<file path="src/rtl/blink_sequencer.sv">
// Status-LED blink sequencer: five segments ON/OFF/ON/OFF/ON paced by a tick prescaler,
// launched by a one-shot start, cancellable by abort, with a one-cycle done pulse.
module blink_sequencer #(
   parameter int TICK_DIV = 50_000_000,
   parameter int ON_LEN   = 6,
   parameter int OFF_LEN  = 4,
   parameter int LAST_LEN = 7
) (
   input  logic       clk,
   input  logic       reset,
   input  logic       start,
   input  logic       abort,
   output logic       out,
   output logic       busy,
   output logic       done,
   output logic [2:0] seg_idx,
   output logic       tick
);

   localparam int NUM_SEG = 5;
   localparam int PRESC_W = $clog2(TICK_DIV);
   localparam int MAX_LEN = (ON_LEN > OFF_LEN)
                            ? ((ON_LEN > LAST_LEN) ? ON_LEN : LAST_LEN)
                            : ((OFF_LEN > LAST_LEN) ? OFF_LEN : LAST_LEN);
   localparam int CNT_W = $clog2(MAX_LEN) + 1;

   localparam logic [PRESC_W-1:0] PRESC_LAST = PRESC_W'(TICK_DIV - 1);
   localparam logic [PRESC_W-1:0] PRESC_PEN  = PRESC_W'(TICK_DIV - 2);
   localparam logic [2:0]         SEG_FINAL  = 3'(NUM_SEG - 1);

   typedef enum logic [1:0] {
      IDLE,
      RUN,
      DONE
   } state_t;

   state_t             state_reg;
   logic [PRESC_W-1:0] presc_reg;
   logic [CNT_W-1:0]   seg_cnt_reg;
   logic [2:0]         seg_idx_reg;
   logic               out_reg;
   logic               busy_reg;
   logic               done_reg;
   logic               tick_reg;

   // Terminal count per segment; entries past the last segment are never reached.
   logic [CNT_W-1:0] seg_last_cnt [8];

   genvar gi;
   generate
      for (gi = 0; gi < 8; gi++) begin : g_seg_len
         localparam int LEN = (gi == NUM_SEG - 1) ? LAST_LEN :
                              (gi >= NUM_SEG)     ? 1        :
                              (gi % 2 == 0)       ? ON_LEN   : OFF_LEN;
         assign seg_last_cnt[gi] = CNT_W'(LEN - 1);
      end
   endgenerate

   logic presc_wrap;
   logic presc_pen;
   logic seg_end;
   logic final_seg;

   assign presc_wrap = (presc_reg == PRESC_LAST);
   assign presc_pen  = (presc_reg == PRESC_PEN);
   assign seg_end    = (seg_cnt_reg == seg_last_cnt[seg_idx_reg]);
   assign final_seg  = (seg_idx_reg == SEG_FINAL);

   always_ff @(posedge clk or posedge reset) begin
      if (reset) begin
         state_reg   <= IDLE;
         presc_reg   <= '0;
         seg_cnt_reg <= '0;
         seg_idx_reg <= '0;
         out_reg     <= 1'b0;
         busy_reg    <= 1'b0;
         done_reg    <= 1'b0;
         tick_reg    <= 1'b0;
      end else begin
         case (state_reg)
            IDLE: begin
               done_reg <= 1'b0;
               if (start && !abort) begin
                  state_reg   <= RUN;
                  presc_reg   <= '0;
                  seg_cnt_reg <= '0;
                  seg_idx_reg <= '0;
                  out_reg     <= 1'b1;
                  busy_reg    <= 1'b1;
                  tick_reg    <= 1'b0;
               end
            end

            RUN: begin
               if (abort) begin
                  state_reg   <= IDLE;
                  presc_reg   <= '0;
                  seg_cnt_reg <= '0;
                  seg_idx_reg <= '0;
                  out_reg     <= 1'b0;
                  busy_reg    <= 1'b0;
                  tick_reg    <= 1'b0;
               end else if (presc_wrap && seg_end && final_seg) begin
                  state_reg   <= DONE;
                  presc_reg   <= '0;
                  seg_cnt_reg <= '0;
                  seg_idx_reg <= '0;
                  out_reg     <= 1'b0;
                  busy_reg    <= 1'b0;
                  done_reg    <= 1'b1;
                  tick_reg    <= 1'b0;
               end else begin
                  // tick is registered, so it is raised one cycle ahead of the wrap value.
                  presc_reg <= presc_wrap ? '0 : presc_reg + 1'b1;
                  tick_reg  <= !presc_wrap && presc_pen;
                  if (presc_wrap) begin
                     if (seg_end) begin
                        seg_cnt_reg <= '0;
                        seg_idx_reg <= seg_idx_reg + 3'd1;
                        // Next segment is even (LED on) exactly when the current one is odd.
                        out_reg     <= seg_idx_reg[0];
                     end else begin
                        seg_cnt_reg <= seg_cnt_reg + 1'b1;
                     end
                  end
               end
            end

            DONE: begin
               state_reg <= IDLE;
               done_reg  <= 1'b0;
            end

            default: begin
               state_reg   <= IDLE;
               presc_reg   <= '0;
               seg_cnt_reg <= '0;
               seg_idx_reg <= '0;
               out_reg     <= 1'b0;
               busy_reg    <= 1'b0;
               done_reg    <= 1'b0;
               tick_reg    <= 1'b0;
            end
         endcase
      end
   end

   assign out     = out_reg;
   assign busy    = busy_reg;
   assign done    = done_reg;
   assign seg_idx = seg_idx_reg;
   assign tick    = tick_reg;

endmodule

</file>
<file path="config.mk">
export PLATFORM = sky130hd
export DESIGN_NAME = blink_sequencer
export DESIGN_NICKNAME = d
export VERILOG_FILES = /design/src/rtl/blink_sequencer.sv
export SDC_FILE = /design/constraint.sdc
export NUM_CORES = 1
export LEC_CHECK = 0
export ABC_AREA = 1
export CELL_PAD_IN_SITES_DETAIL_PLACEMENT = 0
export CELL_PAD_IN_SITES_GLOBAL_PLACEMENT = 1
export CORE_ASPECT_RATIO = 0.75
export CORE_UTILIZATION = 30
export DETAILED_ROUTE_END_ITERATION = 8
export PLACE_DENSITY_LB_ADDON = 0.2
export SLEW_MARGIN = 10
export SYNTH_ARGS = -nofsm -noshare
export SYNTH_HDL_FRONTEND = slang
export SYNTH_SLANG_ARGS = --single-unit
</file>
<file path="constraint.sdc">
create_clock -name clk -period 3.4 [get_ports clk]
set_input_delay 0.51 -clock clk [delete_from_list [all_inputs] [get_ports clk]]
set_output_delay 0.51 -clock clk [all_outputs]
set_load 0.03 [all_outputs]
</file>
Word level (Yosys, flattened, before mapping). Memories as Yosys holds them, arrays and structs flattened. Cells that the tools add are included.

Flip-flop bits (word level): 39. Memory bits (read-only): 32. Logic and storage cells: 79. Memories kept: 1. Output and inout port bits: 7. Input bits: 4.

Memory list: (name not given) (words 8, bits a word 4, read ports 1, clocked after memory_dff 0, wr ports 0, line 66) `assign seg_end = (seg_cnt_reg == seg_last_cnt[seg_idx_reg]);`.

Reductions and logical operators: 13. Bitwise logic cells: 2. Magnitude comparators: 1. Add/subtract/negate cells: 3. Equality and inequality tests: 12. Multiplexer cells: 39.

Operators by type and width (number): $mux W26 (4); $pmux W26 S3 (1); $eq A26 B26 Y1 const B (2); $mux W4 (7); $add A26 B1 Y26 const B (1); $mux W3 (5); $mux W1 (13); $pmux W4 S3 (1); $pmux W1 S3 (3); $pmux W3 S3 (1); $ne A4 B4 Y1 const B (2); $mux W2 (3); $ne A2 B2 Y1 const B (3); $reduce_and A2 Y1 (3); $reduce_and A3 Y1 (2); $add A4 B1 Y4 const B (1); $eq A4 B4 Y1 (1); $ge A4 B4 Y1 const B (1); $logic_and A1 B1 Y1 (4); $not A3 Y4 (1); $pmux W2 S2 (1); $reduce_and A4 Y1 (1); $add A3 B1 Y3 const B (1); $eq A3 B3 Y1 const B (1); other kinds (6) (7).

Longest topological paths before layout.
Word-level depth: 10. Depth in mapped cells: 13. Mapped depth without buffers: 13.

Worst setup path before layout. OpenSTA, ideal clock, no wires.

Path type: reg-to-reg. Start point: reg seg_idx_reg[0] (netlist: seg_idx[0]). End point: reg seg_idx_reg[0] (netlist: seg_idx[0]). Clock period less this slack: 1.834 ns. Stages on the path, launching flop included: 13. Data required time: 3.281 ns. Library setup time: 0.119 ns. Slack: 1.566 ns. Path buffers: 0. Arrival: 1.715 ns. Cells stage by stage: dfrtp_1 -> inv_1 -> ha_1 -> inv_1 -> nand2_1 -> nand3b_1 -> nand3_1 -> nor2_2 -> inv_1 -> nand2_1 -> nand2_8 -> nand2_1 -> o21ai_2.

Longest elaborated chain between the ends: 10. Elaborated cells between the ends (all ways): 17. Classes of those cells: add/sub (1); eq/ne (4); mux (7); bitwise (1); reduce/logical (3); memory (1).

RTL lines: start: declaration (line 40) `logic [2:0] seg_idx_reg;`; start signal: assignment (line 119) `seg_idx_reg <= seg_idx_reg + 3'd1;`; $not A3 Y4 (not written as such) (line 66); $mem_v2 Z8 W4; $mux W4 (not written as such) (2 in a row) (line 66); $eq A4 B4 Y1 (line 66); $logic_and A1 B1 Y1 (2 in a row) (line 103) `end else if (presc_wrap && seg_end && final_seg) begin`; $mux W3 (line 103); $mux W3 (line 95) `if (abort) begin`; $pmux W3 S3 (line 80) `case (state_reg)`.

Parallel ways exist; a longest one is shown, timed or not. The select of a mux whose other input is x is not followed. A chain may end at the register's enable or synchronous reset.

Final worst setup path.
Start point: in abort. End point: reg presc_reg[9].

Longest elaborated chain between the ends: 4. Elaborated cells between the ends (all ways): 6. Classes of those cells: eq/ne (1); mux (2); reduce/logical (3).

RTL lines: start: declaration (line 12) `input logic abort,`; $logic_not A1 Y1 (line 83) `if (start && !abort) begin`; $logic_and A1 B1 Y1 (line 83); $ne A2 B2 Y1 (no line); $reduce_and A2 Y1 (no line); end signal: assignment (line 114) `presc_reg <= presc_wrap ? '0 : presc_reg + 1'b1;`; end: declaration (line 38) `logic [PRESC_W-1:0] presc_reg;`.

Parallel ways exist; a longest one is shown, timed or not.

==> qor.txt <==
# IOs: 11
Setup violators final: 0
Syn. warnings: 0
Finished Layout Cells: 432
First-pass GRT wire length: 9340 microns
Slew HR: 0.656
Leak Pwr: 1.23 nW
EDFF count, synth: 0
Avg Vias per Cell: 4.48
Antenna cells: 0
Final TNS setup: 0 ps
HP Class: flip-flop to flip-flop
Syn_area_per_cell: 7.83 sq um
Final HPWL DP: 3990 microns
Syn nets: 321
Final Max Tran Viols: 0
RSZ-0062 raised after global routing: false
DR vias: 1934
Vias in the first global route: 1822
CP Class: primary input to flip-flop
H-tree depth: 2
Initial Util: 0.310
Post-layout nets: 335
RR Endpoint: seg_idx[0]$_DFFE_PP0P_
Netlist cell types: 39
Nature of the critical path startpoint: primary input
Final antenna-violating net count: 0
Sink Count: 39
Final GP Congestion: 0.753
Hold buffers post-CTS: 0
Main combinational cell family by area after synthesis: simple AND/OR/NAND/NOR gates
WHS Endpoint: busy$_DFFE_PP0P_
Worst Skew: 7.49 ps
Final WL: 5440 microns
Simple-gate portion of the synthesized area: 0.377
Clock tree from TritonCTS: done
Die H: 80.2 microns
Worst Min Path Start: busy$_DFFE_PP0P_
Post-CTS setup buffers: 0
Top post-synthesis cells by count: nand2_1, nor2_1, dfrtp_1
WHS Path Cells: 2
Adder-Cell Fraction of Synth Area: 0.0256
First-pass DRT Iterations: 4
Die width: 106 microns
Register-to-register setup slack: 1540 ps
Pwr dens: 394 nW/um^2
FF-to-FF Start: seg_idx[0]$_DFFE_PP0P_
CTS root buffer: clkbuf_8
Area leader, netlist: dfrtp_1
Max capacitance violation total: 0
Rows: 28
Worst Setup End Kind: flip-flop
Overflow after GRT: 0
Maximum number of pins on one net before global-route repair: 40
CTS Buffer Depth: 2
Remaining DRCs: 0
Core Area: 7880 sq um
CP Max Fanout: 15
R2R depth: 12
Worst-path clk slew: 80 ps
Place WS: 963 ps
Top_reg_cell synth: dfrtp_1
Post-layout worst setup margin: 1260 ps
Critical path data arrival time: 2330 ps
Synth Cell Area: 2440 sq um
Post-route cell area: 2760 sq um
Max reg flops: 26
Max frequency: 468 MHz
Post-cts sizing count: 0
WHS: 479 ps
Multiplexer area fraction after synthesis: 0
DRT iter0 DRCs: 131
Post-synthesis compound-gate area fraction: 0.0773
Buffers on Ports: 10
Minimum clock period: 2140 ps
Layout area overhead: 13.0%
Placed inst area: 2640 sq um
Synth top area cells: dfrtp_1, nand2_1, nor2_1, nand3_1, inv_1
Seq/Total Area, Yosys: 0.399
CTS buffer count: 5
Gr usage total: 0.143
Outcome: finished clean
Share of cells above drive strength 1: 0.147
Yosys reg bits: 39
Skew-Pair Late Insertion Delay: 290 ps
DR WL/cell: 12.6 microns
Die area: 8510 sq um
Peak supply drop: 0.155 mV
Fillers: 838
Most frequent cell after synthesis: nand2_1
Final hold violations: 0
Synth Instances: 312
Slew @ Worst Pin: 516 ps
Period Utilization, post-route: 0.628
Worst EP required: 3590 ps
Cells after DPL: 424
Top cell type's share of synthesized area: 0.399
Xor/xnor share of the synthesized area: 0.0358
Post-synth ARST share: 1.00
Initial antenna violation count: 0
[cell usage in the layout (no fill, tap or decap), types with 2 or more instances in the layout]
master            n
nand2_1          71
nor2_1           44
dfrtp_1          39
inv_1            33
nand3_1          28
clkdlybuf4s50_1  10
xor2_1            9
a21oi_1           8
o21ai_0           7
nand4_1           7
nor2_2            6
nor2_4            6
o21ai_2           6
clkbuf_8          6
nand2_2           5
ha_1              5
inv_2             4
nor3_1            3
nor4_1            3
clkinv_2          2
clkinv_1          2
nand3_2           2
nor3_2            2
nand3b_1          2
[critical path, stage by stage]
cell             delay, ps
clkdlybuf4s50_1        490
inv_2                  120
nand3_1                 90
nand2_2                260
inv_1                  230
nor3_2                 260
nand3_1                140
xor2_1                 170
nor2_1                  60
[power breakdown]
| group | switching, mW | internal, mW | leakage, nW |
|---|---|---|---|
| clock network | 0.173 | 0.238 | 0.0612 |
| registers | 0.0217 | 0.483 | 0.537 |
| logic | 0.118 | 0.0563 | 0.632 |
[layout make-up]
| type | count | area, sq um | share of cell area |
|---|---|---|---|
| Multi-Input combinational cell | 228 | 1260 | 0.457 |
| Sequential cell | 39 | 976 | 0.353 |
| Inverter | 41 | 168 | 0.0607 |
| Tap cell | 105 | 131 | 0.0476 |
| Timing Repair Buffer | 11 | 108 | 0.0390 |
| Clock buffer | 6 | 82.6 | 0.0299 |
| Clock inverter | 2 | 35.0 | 0.0127 |
[per-layer routing]
metal  up-vias  share of wire  GRT usage
li1       1024              -          -
met1       881           0.58      0.223
met2        22           0.39      0.192
met3         7          0.027     0.0268
met4         0          0.010     0.0417
met5         -              0          0
[logic make-up after synthesis]
group | after synthesis
compound gates | 28
xor+xnor | 10
flops | 39
simple gates | 185
fa+ha+maj | 5
buf+inv | 45
[worst max-delay path by stage]
stage                                          end                    from
after floorplan             seg_idx[0]$_DFFE_PP0P_  seg_idx[0]$_DFFE_PP0P_
after global placement    presc_reg[9]$_DFFE_PP0P_                   abort
after detailed placement  presc_reg[9]$_DFFE_PP0P_                   abort
after CTS                 presc_reg[9]$_DFFE_PP0P_                   abort
after global routing      presc_reg[9]$_DFFE_PP0P_                   abort
final                     presc_reg[9]$_DFFE_PP0P_                   abort
[through the flow]
stage / power, mW / util
floorplan: 0.642 / -
global placement: 0.691 / 0.335
detailed placement: 0.690 / 0.335
CTS: 1.11 / 0.350
global route: 1.15 / 0.350
finish: 1.09 / 0.350
No activity file was read; power rests on OpenSTA's default activity.
